### src/rtl/pe_feed_pkg.sv
// Shared definitions for the PE tile feeder: FSM state encoding and the
// operand/control widths that must match the PE wrapper.
package pe_feed_pkg;

  localparam int PE_A_W     = 8;
  localparam int PE_B_W     = 19;
  localparam int PE_D_W     = 19;
  localparam int PE_SHIFT_W = 4;
  localparam int PE_LEN_W   = 8;

  typedef enum logic [1:0] {
    ST_IDLE    = 2'd0,
    ST_PRELOAD = 2'd1,
    ST_STREAM  = 2'd2,
    ST_DONE    = 2'd3
  } feed_state_e;

endpackage

### src/rtl/pe_tile_feeder.sv
// Turns one tile command plus a stream of a/b operand beats into the PE input
// sequence: a preload beat carrying d, then K compute beats, with registered outputs.
module pe_tile_feeder
  import pe_feed_pkg::*;
#(
  parameter int A_W     = PE_A_W,
  parameter int B_W     = PE_B_W,
  parameter int D_W     = PE_D_W,
  parameter int SHIFT_W = PE_SHIFT_W,
  parameter int LEN_W   = PE_LEN_W
) (
  input  logic               CLK,
  input  logic               RST,
  input  logic               cmd_valid,
  output logic               cmd_ready,
  input  logic [LEN_W-1:0]   cmd_len,
  input  logic [SHIFT_W-1:0] cmd_shift,
  input  logic [D_W-1:0]     cmd_d,
  input  logic               data_valid,
  output logic               data_ready,
  input  logic [A_W-1:0]     data_a,
  input  logic [B_W-1:0]     data_b,
  output logic [A_W-1:0]     io_in_a1,
  output logic [B_W-1:0]     io_in_b1,
  output logic [D_W-1:0]     io_in_d1,
  output logic               io_in_valid1,
  output logic [SHIFT_W-1:0] io_in_control_shift1,
  output logic               io_in_control_propagate1,
  output logic               tile_done,
  output logic               busy
);

  localparam logic [LEN_W:0] CNT_ONE = {{LEN_W{1'b0}}, 1'b1};

  feed_state_e        state_q, state_d;
  logic [LEN_W-1:0]   len_q, len_d;
  logic [SHIFT_W-1:0] shift_lat_q, shift_lat_d;
  logic [D_W-1:0]     d_lat_q, d_lat_d;
  logic               prop_q, prop_d;
  logic [LEN_W:0]     count_q, count_d;
  logic [A_W-1:0]     a_q, a_d;
  logic [B_W-1:0]     b_q, b_d;
  logic [D_W-1:0]     d_q, d_d;
  logic               valid_q, valid_d;
  logic [SHIFT_W-1:0] shift_q, shift_d;
  logic               prop_out_q, prop_out_d;
  logic               done_q, done_d;

  // Handshake readiness depends only on state/counter so senders see no loop.
  assign cmd_ready  = (state_q == ST_IDLE);
  assign busy       = (state_q != ST_IDLE);
  assign data_ready = (state_q == ST_STREAM) && (count_q < {1'b0, len_q});

  always_comb begin
    // NOTE: every _d gets a default first so no path leaves it unassigned (no latches).
    state_d     = state_q;
    len_d       = len_q;
    shift_lat_d = shift_lat_q;
    d_lat_d     = d_lat_q;
    prop_d      = prop_q;
    count_d     = count_q;
    a_d         = a_q;
    b_d         = b_q;
    d_d         = d_q;
    valid_d     = 1'b0;
    shift_d     = shift_q;
    prop_out_d  = prop_out_q;
    done_d      = 1'b0;

    case (state_q)
      ST_IDLE: begin
        if (cmd_valid) begin
          len_d       = cmd_len;
          shift_lat_d = cmd_shift;
          d_lat_d     = cmd_d;
          prop_d      = ~prop_q;
          state_d     = ST_PRELOAD;
        end
      end
      ST_PRELOAD: begin
        a_d        = '0;
        b_d        = '0;
        d_d        = d_lat_q;
        valid_d    = 1'b1;
        shift_d    = shift_lat_q;
        prop_out_d = prop_q;
        count_d    = '0;
        state_d    = (len_q == '0) ? ST_DONE : ST_STREAM;
      end
      ST_STREAM: begin
        // Bubbles keep a/b at their last values; d is only nonzero on the preload beat.
        d_d = '0;
        if (data_valid && data_ready) begin
          a_d     = data_a;
          b_d     = data_b;
          valid_d = 1'b1;
          count_d = count_q + CNT_ONE;
          if (count_d == {1'b0, len_q}) state_d = ST_DONE;
        end
      end
      ST_DONE: begin
        done_d  = 1'b1;
        state_d = ST_IDLE;
      end
      default: state_d = ST_IDLE;
    endcase
  end

  always_ff @(posedge CLK) begin
    // NOTE: non-blocking assignments only, so every flop samples pre-edge values.
    if (RST) begin
      state_q     <= ST_IDLE;
      len_q       <= '0;
      shift_lat_q <= '0;
      d_lat_q     <= '0;
      prop_q      <= 1'b0;
      count_q     <= '0;
      a_q         <= '0;
      b_q         <= '0;
      d_q         <= '0;
      valid_q     <= 1'b0;
      shift_q     <= '0;
      prop_out_q  <= 1'b0;
      done_q      <= 1'b0;
    end else begin
      state_q     <= state_d;
      len_q       <= len_d;
      shift_lat_q <= shift_lat_d;
      d_lat_q     <= d_lat_d;
      prop_q      <= prop_d;
      count_q     <= count_d;
      a_q         <= a_d;
      b_q         <= b_d;
      d_q         <= d_d;
      valid_q     <= valid_d;
      shift_q     <= shift_d;
      prop_out_q  <= prop_out_d;
      done_q      <= done_d;
    end
  end

  assign io_in_a1                 = a_q;
  assign io_in_b1                 = b_q;
  assign io_in_d1                 = d_q;
  assign io_in_valid1             = valid_q;
  assign io_in_control_shift1     = shift_q;
  assign io_in_control_propagate1 = prop_out_q;
  assign tile_done                = done_q;

endmodule
### config.mk
export PLATFORM = sky130hd
export DESIGN_NAME = pe_tile_feeder
export DESIGN_NICKNAME = d
export VERILOG_FILES = /design/src/rtl/pe_feed_pkg.sv /design/src/rtl/pe_tile_feeder.sv
export SDC_FILE = /design/constraint.sdc
export NUM_CORES = 1
export LEC_CHECK = 0
export CELL_PAD_IN_SITES_DETAIL_PLACEMENT = 1
export CELL_PAD_IN_SITES_GLOBAL_PLACEMENT = 2
export CORE_MARGIN = 10
export CORE_UTILIZATION = 27
export CTS_CLUSTER_DIAMETER = 150
export CTS_CLUSTER_SIZE = 14
export DETAILED_ROUTE_END_ITERATION = 6
export HOLD_SLACK_MARGIN = 0.1
export PLACE_DENSITY = 0.85
export SLEW_MARGIN = 40
export SYNTH_ARGS = -nofsm -noshare
export SYNTH_HDL_FRONTEND = slang
export SYNTH_SLANG_ARGS = --single-unit
### constraint.sdc
create_clock -name CLK -period 2.7 [get_ports CLK]
set_input_delay 0.54 -clock CLK [delete_from_list [all_inputs] [get_ports CLK]]
set_output_delay 0.54 -clock CLK [all_outputs]
set_load 0.01 [all_outputs]
==> qor.csv <==
metric,value,unit
first_pass_iters,4,
final-instance-count-excl-fill,773,
hp-class,register to register,
reg2reg_from,state_q[0]$_SDFFE_PP0P_,
setup_ws,0.160,ns
fmax,0.394,GHz
grt_pass1_vias,4058,
netlist_instances,469,
overflow,0,
critPathCapture,data_ready,
antenna_found_initial,1,
path_class,register to output port,
worstMarginPinSlew,0.661,ns
clock-root-buffer,clkbuf_16,
min_period_over_period,94.1,%
gp_congestion,0.823,
drc,0,
drv_cap,0,
ioPinCount,118,
io_buffer_count,117,
syn2layout_area_growth,44.1,%
placed_cells,757,
syn-cell-area,0.00405,sq mm
async_reset_ff_share,0,%
cts_setup_buffers,0,
hold_viol_final,0,
rsz0062_at_grt,false,
core_area,0.0146,sq mm
tritoncts,yes,
required,2.16,ns
grt_max_degree,97,
drtIter0Drc,124,
clk-insertion-delay-late,0.34,ns
fin_hold_ws,0.457,ns
finalSetupViolCount,0,
vias,3709,
worstPathArrival,2.00,ns
setup.worst_path.start_class,register,
yosysWarnings,0,
ff2ff_setup_slack,0.25,ns
avgSynthCellArea,8.63,sq um
routed_wl,12.8,mm
ys.flop_type,dfxtp_1,
yosysTopAreaCell,dfxtp_1,
critPathCaptureType,output port,
status,"complete, no violations",
ys_ff_latch,96,
clock-sinks,96,
drtAntennaViolNets,0,
ys_types,43,
via_per_inst,4.80,
antenna_cells,0,
cts_buffers,9,
reg2regPathDepth,9,
final_nets,659,
die-area,0.0203,sq mm
clk_pin_slew,0.07,ns
drive_gt1_share,8.49,%
syn-num-nets,544,
placed_cell_area,0.00550,sq mm
design_area,0.00583,sq mm
p_leak,2.13,nW
clockBufferDepth,2,
grt_pass1_wl,21.0,mm
post-route-min-period,2.54,ns
wl_per_cell,16.6,um
vdd_drop_max,474,uV
fin_skew,0.00510,ns
worstPathMaxFanout,2,
htree_levels,3,
slew_viol_final,0,
r2r-end,state_q[1]$_SDFFE_PP0P_,
final_util,40.0,%
die_h,142,um
rows,44,
synth-edff-count,0,
grt_usage,12.6,%
die-width,142,um
dp_slack,-0.0284,ns
synth.yosys.seq_area_share,47.5,%
synth_top_area_share,47.5,%
power_density,835,mW/mm^2
post-dp-hpwl,9.37,mm
worstSetupStartpoint,len_q[4]$_SDFFE_PP0P_,
slew_headroom,55.9,%
start_util,27.8,%
synth_area_leaders,"dfxtp_1 47%, a21oi_1 7.8%, nand2_1 6.3%, a22oi_1 5.2%, nor2_1 4.5%",
-- kinds of logic after synthesis --
| logic type | Yosys count | synth area share, % |
|---|---|---|
| xor+xnor | 9 | 1.95 |
| flops | 96 | 47.5 |
| fa+ha+maj | 13 | 4.02 |
| mux | 8 | 1.98 |
| buf+inv | 48 | 4.76 |
| simple gates | 186 | 23.0 |
| compound gates | 109 | 16.9 |
-- metal layers --
layer | track usage, % | up-vias | wire length (um)
met1 | 14.4 | 1781 | 5430
met5 | 0 | - | 9
li1 | - | 1826 | -
met3 | 4.37 | 15 | 921
met4 | 4.15 | 2 | 166
met2 | 21.5 | 85 | 6270
-- registers in the layout, indices dropped and copies added (netlist names) --
name and flops:
io_in_control_shift1 4, io_in_d1 19, len_q 8, io_in_b1 19, count_q 9, io_in_valid1 1, tile_done 1, prop_q 1
io_in_control_propagate1 1, io_in_a1 8, d_lat_q 19, shift_lat_q 4, state_q 2
-- Yosys cell counts, types with 3 or more instances --
cell type	n
nand4_1	4
mux2i_1	8
nor3_1	3
nand2_1	68
xnor2_1	6
buf_2	7
nor2_1	49
dfxtp_1	96
xor2_1	3
inv_1	12
nand2b_1	20
a21oi_1	63
clkbuf_1	28
nand3b_1	24
o21ai_0	3
a22oi_1	28
ha_1	13
-- worst min path at each step --
| stage | from | endpoint | slack [ns] | depth (start not counted) |
|---|---|---|---|---|
| final | d_lat_q[16]$_SDFFE_PP0P_ | d_lat_q[16]$_SDFFE_PP0P_ | 0.46 | 2 |
| after global routing | d_lat_q[16]$_SDFFE_PP0P_ | d_lat_q[16]$_SDFFE_PP0P_ | 0.47 | 2 |
| after CTS | d_lat_q[16]$_SDFFE_PP0P_ | d_lat_q[16]$_SDFFE_PP0P_ | 0.46 | 2 |
| after detailed placement | d_lat_q[16]$_SDFFE_PP0P_ | d_lat_q[16]$_SDFFE_PP0P_ | 0.45 | 2 |
| after global placement | d_lat_q[3]$_SDFFE_PP0P_ | d_lat_q[3]$_SDFFE_PP0P_ | 0.44 | 2 |
| after floorplan | shift_lat_q[0]$_SDFFE_PP0P_ | shift_lat_q[0]$_SDFFE_PP0P_ | 0.44 | 2 |
-- through the flow --
step | TNS [ns] | power [mW]
finish | 0 | 4.87
floorplan | 0 | 2.83
detailed placement | -0.0284 | 3.58
global route | 0 | 5.21
CTS | 0 | 4.96
global placement | 0 | 3.53
-- power breakdown --
group	switching (mW)	leakage (nW)	internal (mW)
sequential	0.120	0.780	1.61
clock	0.553	0.157	0.777
combinational	0.960	1.19	0.846
-- critical path, cell delays in order (launching register included) --
cell             delay, ns
dfxtp_1               0.33
inv_1                 0.05
ha_1                  0.32
a211oi_2              0.19
nand2_1               0.10
o221ai_2              0.17
nor4bb_4              0.24
clkdlybuf4s15_2       0.26
-- area by class of cell --
| type | instances | area [sq um] |
|---|---|---|
| clock buffers | 11 | 253 |
| clock inverters | 5 | 61.3 |
| multi-input cells | 325 | 1960 |
| repair buffers | 140 | 1370 |
| fillers | 1645 | 8750 |
| well taps | 184 | 230 |
| flip-flops and latches | 96 | 1920 |
| inverters | 12 | 45.0 |
-- repair_timing --
item	in CTS	in global routing
pin swaps	1	0
endpoints found under the hold margin	0	0
resized for setup	5	1
setup endpoints to repair	1	1
hold buffers	0	0
-- cell usage in the layout (no fill, tap or decap), types with 2 or more instances in the layout --
cell type          n
xor2_1             3
o21ai_0            3
nor2b_1            2
nand2b_1          20
inv_1             12
nand4_1            4
nor3_1             3
and3_1             2
nand3_1            2
a31oi_1            2
clkbuf_16          9
a21o_1             2
clkdlybuf4s50_1  115
xnor2_1            6
nand2_1           68
a21oi_1           62
buf_4             21
inv_6              3
buf_12             2
mux2i_1            8
ha_1              13
clkbuf_8           2
and2_1             2
nand3b_1          24
nor2_1            49
dfxtp_1           96
a22oi_1           28
Note: power is estimated with default switching activity, not from simulation.
